**src/rtl/req_sequencer_pkg.sv**
```systemverilog
// Shared constants and FSM state encoding for the request sequencer.
package req_sequencer_pkg;

  localparam int unsigned NREQ_C = 8;
  localparam int unsigned CODE_W = 3;

  typedef enum logic [0:0] {
    IDLE  = 1'b0,
    GRANT = 1'b1
  } state_t;

endpackage

```
**src/rtl/req_sequencer_prio_enc8.sv**
```systemverilog
// 8-to-3 priority encoder; bit 7 has the highest priority.
module prio_enc8 (
  input  logic [7:0] in,
  output logic [2:0] code,
  output logic       any
);

  // Ascending scan so the highest set bit is the last one written.
  always_comb begin
    code = 3'd0;
    any  = |in;
    for (int i = 0; i < 8; i++) begin
      if (in[i]) code = 3'(i);
    end
  end

endmodule

```
**src/rtl/req_sequencer.sv**
```systemverilog
// Captures rising edges on request lines into a pending vector and grants
// them one at a time, highest index first, with an Ack handshake.
module req_sequencer
  import req_sequencer_pkg::*;
#(
  parameter int unsigned NREQ = NREQ_C
) (
  input  logic              CLK,
  input  logic              RST_N,
  input  logic              EN,
  input  logic [NREQ-1:0]   In,
  input  logic [NREQ-1:0]   Mask,
  output logic [CODE_W-1:0] Y,
  output logic              Done,
  input  logic              Ack,
  output logic [NREQ-1:0]   Pending,
  output logic              Ovf
);

  state_t              state;
  state_t              state_nxt;
  logic [NREQ-1:0]     in_d;
  logic [NREQ-1:0]     evt;
  logic [NREQ-1:0]     set_v;
  logic [NREQ-1:0]     clr_v;
  logic [NREQ-1:0]     eligible;
  logic [NREQ-1:0]     pending_nxt;
  logic                ovf_nxt;
  logic [CODE_W-1:0]   enc_code;
  logic                enc_any;
  logic [CODE_W-1:0]   y_nxt;
  logic                done_nxt;

  prio_enc8 u_prio_enc (
    .in   (eligible),
    .code (enc_code),
    .any  (enc_any)
  );

  // Edge detect, pending set/clear (set wins over an Ack-clear) and overflow.
  always_comb begin
    evt   = In & ~in_d;
    set_v = EN ? evt : '0;
    clr_v = '0;
    if (state == GRANT && Ack) clr_v[Y] = 1'b1;
    pending_nxt = (Pending & ~clr_v) | set_v;
    ovf_nxt     = Ovf | (|(set_v & Pending & ~clr_v));
    eligible    = Pending & ~Mask;
  end

  // Next-state and registered-output values for the grant FSM.
  always_comb begin
    state_nxt = state;
    y_nxt     = Y;
    done_nxt  = Done;
    case (state)
      IDLE: begin
        done_nxt = 1'b0;
        if (EN && enc_any) begin
          state_nxt = GRANT;
          y_nxt     = enc_code;
          done_nxt  = 1'b1;
        end
      end
      GRANT: begin
        if (Ack) begin
          state_nxt = IDLE;
          done_nxt  = 1'b0;
        end
      end
      default: begin
        state_nxt = IDLE;
        done_nxt  = 1'b0;
      end
    endcase
  end

  // FSM state register.
  always_ff @(posedge CLK) begin
    if (!RST_N) state <= IDLE;
    else        state <= state_nxt;
  end

  // Datapath and output registers.
  always_ff @(posedge CLK) begin
    if (!RST_N) begin
      in_d    <= '0;
      Pending <= '0;
      Ovf     <= 1'b0;
      Y       <= '0;
      Done    <= 1'b0;
    end else begin
      in_d    <= In;
      Pending <= pending_nxt;
      Ovf     <= ovf_nxt;
      Y       <= y_nxt;
      Done    <= done_nxt;
    end
  end

endmodule

```
**config.mk**
```make
export PLATFORM = sky130hd
export DESIGN_NAME = req_sequencer
export DESIGN_NICKNAME = d
export VERILOG_FILES = /design/src/rtl/req_sequencer_pkg.sv /design/src/rtl/req_sequencer_prio_enc8.sv /design/src/rtl/req_sequencer.sv
export SDC_FILE = /design/constraint.sdc
export NUM_CORES = 1
export LEC_CHECK = 0
export BUFFER_PORTS_ARGS = -buffer_cell sky130_fd_sc_hd__buf_4
export CORE_MARGIN = 5
export CORE_UTILIZATION = 30
export CTS_CLUSTER_SIZE = 25
export DETAILED_ROUTE_END_ITERATION = 6
export MAX_ROUTING_LAYER = met4
export SYNTH_ARGS = -nofsm -noshare
export SYNTH_HDL_FRONTEND = slang
export SYNTH_SLANG_ARGS = --single-unit
```
**constraint.sdc**
```tcl
create_clock -name CLK -period 1.25 [get_ports CLK]
set_input_delay 0.25 -clock CLK [delete_from_list [all_inputs] [get_ports CLK]]
set_output_delay 0.25 -clock CLK [all_outputs]
set_load 0.02 [all_outputs]
```
Word level (Yosys, flattened, before mapping):

Cells that the tools add are included.

* equality and inequality tests: 1
* reduce and logical (&&, ||, !) cells: 6
* bitwise gates (word level): 11
* $mul: 0
* mux-type cells: 16
* add/sub/neg operators: 0
* div/mod/pow operators: 0
* shift-type cells: 0
* $lt $le $gt $ge: 2

Operators by type and width (number)
* 8-bit AND: 5
* 8-bit inverter: 3
* 8-bit 2-to-1 mux: 2
* 8-bit OR reduction: 2
* 3-bit 2-to-1 mux: 4
* 8-bit OR: 1
* 1-bit 2-to-1 mux: 5
* 3-bit by 4-bit less-than comparator with 1-bit output (second input constant): 1
* 2-bit 2-to-1 mux: 2
* 1-bit one-hot mux with 2 select lines: 2
* 1-bit demux with 3-bit select: 1
* 3-bit by 1-bit >= comparator with 1-bit output (second input constant): 1
* 1-bit logical AND: 3
* 2-bit != test (second input constant): 1
* 2-bit AND reduction: 1
* 1-bit inverter: 1
* 1-bit OR: 1

* memory bits (writable): 0
* latch bits: 0
* register bits: 22
* output and inout bits: 13
* memories kept: 0
* memory bits (read-only): 0
* logic and storage cells: 42

Longest topological paths before layout:

* depth after elaboration: 9
* gate-level depth with buffers: 5
* depth with buffers taken out: 5

Hierarchy:

Synthesis repeated with hierarchy kept, for this count alone.

* cell total of the unflattened synthesis: 104
* area total of the unflattened synthesis: 977.2 um^2

By module, submodules not included
* req_sequencer: cells an instance 92, area each 910.9 um^2, instances 1, sequential area each 440.4 um^2
* prio_enc8: cells an instance 12, area each 66.3 um^2, instances 1, sequential area each 0.0 um^2

Worst setup path before layout:

No wires, ideal clock.

* path kind: register -> register
* from: reg Y[2]
* to: reg Ovf
* arrival time: 1227 ps
* stages on the path, launching flop included: 6
* slack: -110 ps
* cell sequence: dfxtp_1 -> nand3_1 -> o31ai_2 -> o22ai_1 -> nor4_2 -> a21oi_1

* longest elaborated chain between the ends: 9
* elaborated cells on any way between the ends: 10
* those cells by class: 2 x order compare; 3 x mux; 3 x bitwise; 2 x reduce/logical

RTL lines
* from (decl): line req_sequencer.sv:13 `output logic [CODE_W-1:0] Y,`
* from (signal assigned): line req_sequencer.sv:96 `Y <= y_nxt;`
* 3-bit by 4-bit less-than comparator with 1-bit output (not written as such) or 3-bit by 1-bit >= comparator with 1-bit output (tied branches): line req_sequencer.sv:45 `if (state == GRANT && Ack) clr_v[Y] = 1'b1;`
* 1-bit logical AND (not written as such): line req_sequencer.sv:45
* 1-bit 2-to-1 mux (not written as such): line req_sequencer.sv:45
* 1-bit demux with 3-bit select *: line req_sequencer.sv:45
* 8-bit 2-to-1 mux *: line req_sequencer.sv:45
* 8-bit inverter *: line req_sequencer.sv:47 `ovf_nxt = Ovf | (|(set_v & Pending & ~clr_v));`
* 8-bit AND *: line req_sequencer.sv:47
* 8-bit OR reduction *: line req_sequencer.sv:47
* 1-bit OR *: line req_sequencer.sv:47
* to (signal assigned): line req_sequencer.sv:95 `Ovf <= ovf_nxt;`
* to (decl): line req_sequencer.sv:17 `output logic Ovf`

Every way passes the cells marked *; elsewhere a longest branch is shown, timed or not.
A chain may end at the register's enable or synchronous reset.

Worst setup path after layout:

Same ends and word-level chain as after synthesis.

==> reports/metrics.json <==
{
  "outcome": {"value": "complete, but fails checks"},
  "violations": {"value": "setup timing"},
  "wirelength": {"value": 2680, "unit": "um"},
  "post_detailed_placement_cell_area": {"value": 1410, "unit": "sq um"},
  "post-place-cells": {"value": 192},
  "hpwlAfterDp": {"value": 2050, "unit": "um"},
  "firstDrtPassIters": {"value": 4},
  "highest_clock_rate": {"value": 716, "unit": "MHz"},
  "synth.top_cells.by_count": {"value": "sky130_fd_sc_hd__dfxtp_1, sky130_fd_sc_hd__a21oi_1, sky130_fd_sc_hd__nand3b_1, sky130_fd_sc_hd__nor2_1, sky130_fd_sc_hd__and2_1"},
  "postSynthRegisterBits": {"value": 22},
  "cts_root_buf": {"value": "sky130_fd_sc_hd__clkbuf_4"},
  "share_seq_of_total_power": {"value": 0.490},
  "worst_slew_pin_slew": {"value": 438, "unit": "ps"},
  "grt_pass1_vias": {"value": 915},
  "routed_via_density": {"value": 4.57},
  "globalRouteOverflowTotal": {"value": 0},
  "antenna-diode-count": {"value": 0},
  "clkLatencyLatePin": {"value": 310, "unit": "ps"},
  "yosys-top-cells-area": {"value": "sky130_fd_sc_hd__dfxtp_1, sky130_fd_sc_hd__nand3b_1, sky130_fd_sc_hd__a21oi_1, sky130_fd_sc_hd__nor2b_4, sky130_fd_sc_hd__and2_1"},
  "synth_warn": {"value": 0},
  "pwr_dens": {"value": 1060, "unit": "nW/um^2"},
  "dieArea": {"value": 4580, "unit": "sq um"},
  "cts-root-to-sink-buffers": {"value": 2},
  "fraction_of_registers_with_async_set_or_reset_after_synthesis": {"value": 0},
  "switching_share": {"value": 0.284},
  "clkSinkCount": {"value": 22},
  "start_util": {"value": 0.304},
  "timing.final.crit_share": {"value": 1.12},
  "switching_power": {"value": 463, "unit": "uW"},
  "drive_gt1_frac": {"value": 0.545},
  "power_frac_comb": {"value": 0.270},
  "rsz0062_at_grt": {"value": "yes"},
  "routed_wire_length_per_instance": {"value": 13.4, "unit": "um"},
  "nets": {"value": 175},
  "tritoncts_clock_tree": {"value": "yes"},
  "clock_tree.htree_level_count": {"value": 1},
  "min-delay-path-class": {"value": "primary input to flip-flop"},
  "floorplan.core_area": {"value": 3280, "unit": "sq um"},
  "post_synth.cell_area_avg": {"value": 9.68, "unit": "sq um"},
  "min_period": {"value": 1400, "unit": "ps"},
  "timing.critical_path.required": {"value": 1440, "unit": "ps"},
  "final.setup.worst_slack": {"value": -147, "unit": "ps"},
  "irDropWorstVdd": {"value": 0.271, "unit": "mV"},
  "synth-edff-count": {"value": 0},
  "maxSlewHeadroom": {"value": 0.708},
  "final_max_slew_viol_count": {"value": 0},
  "numCtsBuffers": {"value": 3},
  "antenna_found_initial": {"value": 0},
  "port_buffers": {"value": 32},
  "num_vias": {"value": 914},
  "hold_vio_cnt_final": {"value": 0},
  "netlist_instances": {"value": 103},
  "yosysTopAreaCell": {"value": "sky130_fd_sc_hd__dfxtp_1"},
  "netlist_area": {"value": 997, "unit": "sq um"},
  "grt_max_degree": {"value": 15},
  "worst_setup_sp_type": {"value": "flip-flop"},
  "ys_seq_area_frac": {"value": 0.442},
  "synth_largest_type_area_fraction": {"value": 0.442},
  "grt_util_all_layers": {"value": 0.124},
  "final_cell_count_no_fill": {"value": 200},
  "detail-route-antenna-nets": {"value": 0},
  "worst_setup_hold_path_clk_slew": {"value": 120, "unit": "ps"},
  "die_width": {"value": 67.7, "unit": "um"},
  "die_height": {"value": 67.7, "unit": "um"},
  "ys_dominant_reg_cell": {"value": "sky130_fd_sc_hd__dfxtp_1"},
  "hold_slack": {"value": 145, "unit": "ps"},
  "first_pass_grt_wire_length": {"value": 4160, "unit": "um"},
  "path_max_fanout": {"value": 4},
  "drtIter0Drc": {"value": 24},
  "setup_tns": {"value": -384, "unit": "ps"},
  "internal_power": {"value": 1.17, "unit": "mW"},
  "clock_power_share": {"value": 0.241},
  "critPathCaptureType": {"value": "flip-flop"},
  "layout.filler_cells": {"value": 323},
  "placement_rows": {"value": 21},
  "synthToLayoutAreaGrowth": {"value": 54.5, "unit": "%"},
  "power.leakage": {"value": 0.636, "unit": "nW"},
  "worstSetupPathType": {"value": "flip-flop to flip-flop"},
  "clock-skew-final": {"value": 2.45, "unit": "ps"},
  "gp_routability_congestion": {"value": 0.769},
  "top_level_ports": {"value": 33},
  "route.detailed.drc": {"value": 0},
  "synth.most_common_cell": {"value": "sky130_fd_sc_hd__dfxtp_1"},
  "worst_path_arrival": {"value": 1590, "unit": "ps"},
  "postSynthNetCount": {"value": 123},
  "report.final.setup_viol": {"value": 7},
  "drv.max_cap_violation_count": {"value": 0},
  "synth.lib_cells_used.distinct": {"value": 31},
  "postLayoutCellArea": {"value": 1540, "unit": "sq um"}
}
[registers in the layout (all words and copies together) (netlist names)]
signal and cells:
Pending 8, in_d 8, Y 3, Done 1, Ovf 1, state 1
[power by group through the flow]
stage | Clock, mW | Combinational, mW | Sequential [mW]
after global placement | 0 | 0.387 | 0.811
after detailed placement | 0 | 0.392 | 0.812
after CTS | 0.405 | 0.413 | 0.796
after global routing | 0.426 | 0.475 | 0.809
after floorplan | 0 | 0.157 | 0.852
final | 0.393 | 0.440 | 0.799
[layout by cell type (no fill, tap or decap), types with 2 or more instances in the layout]
cell                       netlist  layout
sky130_fd_sc_hd__buf_6           0       4
sky130_fd_sc_hd__clkbuf_4        0       3
sky130_fd_sc_hd__dfxtp_2         0       5
sky130_fd_sc_hd__a21oi_4         0       2
sky130_fd_sc_hd__nor2b_4         4       5
sky130_fd_sc_hd__and2_1          7       7
sky130_fd_sc_hd__nand2b_1        6       6
sky130_fd_sc_hd__o21ai_1         6       3
sky130_fd_sc_hd__inv_1           4       4
sky130_fd_sc_hd__nand3b_1        9       9
sky130_fd_sc_hd__o21ai_2         0       4
sky130_fd_sc_hd__dfxtp_4         0       5
sky130_fd_sc_hd__nor3b_1         2       2
sky130_fd_sc_hd__a21oi_1        11      10
sky130_fd_sc_hd__buf_4           1      45
sky130_fd_sc_hd__nor2_1          9       8
sky130_fd_sc_hd__dfxtp_1        22      12
sky130_fd_sc_hd__o31ai_2         2       2
[per-stage QoR]
| stage | utilization | power (mW) | setup slack (ps) |
|---|---|---|---|
| 2_1_floorplan | - | 1.01 | 2.74 |
| 3_3_place_gp | 0.428 | 1.20 | -168 |
| 3_5_place_dp | 0.428 | 1.20 | -104 |
| 4_1_cts | 0.450 | 1.61 | -124 |
| 5_1_grt | 0.469 | 1.71 | -273 |
| 6_report | 0.469 | 1.63 | -147 |
[metal layers]
layer	track usage	routed length (um)	vias up
met5	-	0	-
met4	0.0532	40	0
met3	0.0166	120	4
met2	0.202	1330	21
met1	0.153	1200	424
li1	-	-	465
[logic make-up after synthesis]
logic type             Yosys count  synth area share
and+or+nand+nor                 45             0.309
buffers and inverters            6            0.0263
AOI/OAI and AO/OA               30             0.223
DFF                             22             0.442
[worst paths after layout]
kind	from	end	slack [ps]	cells after the start
hold / removal	In[4]	in_d[4]	150	2
setup / recovery	Y[2]	Ovf	-150	5
setup reg to reg	Y[2]	Ovf	-150	5
hold reg to reg	in_d[7]	Pending[7]	510	2
[layout make-up]
cell class	count	area (sq um)	area share
clock buffers	4	36.3	0.0236
repair buffers	49	383	0.249
inverters	4	15.0	0.00975
flip-flops and latches	22	465	0.302
well taps	46	57.6	0.0374
multi-input cells	75	583	0.379
[worst max-delay path, stage by stage, from the launching register on]
cell and delay (ps):
sky130_fd_sc_hd__dfxtp_4 370, sky130_fd_sc_hd__nand3b_1 270, sky130_fd_sc_hd__o31ai_2 340, sky130_fd_sc_hd__nor2_1 80, sky130_fd_sc_hd__nor4_2 140, sky130_fd_sc_hd__a21oi_1 90
[timing repair]
action / 4_1_cts / 5_1_grt
gates resized for setup: 2 / 16
hold buffers: 0 / 0
endpoints found under the setup margin: 3 / 9
setup buffers: 3 / 1
pin swaps: 1 / 7
(Power assumes the default switching activity.)
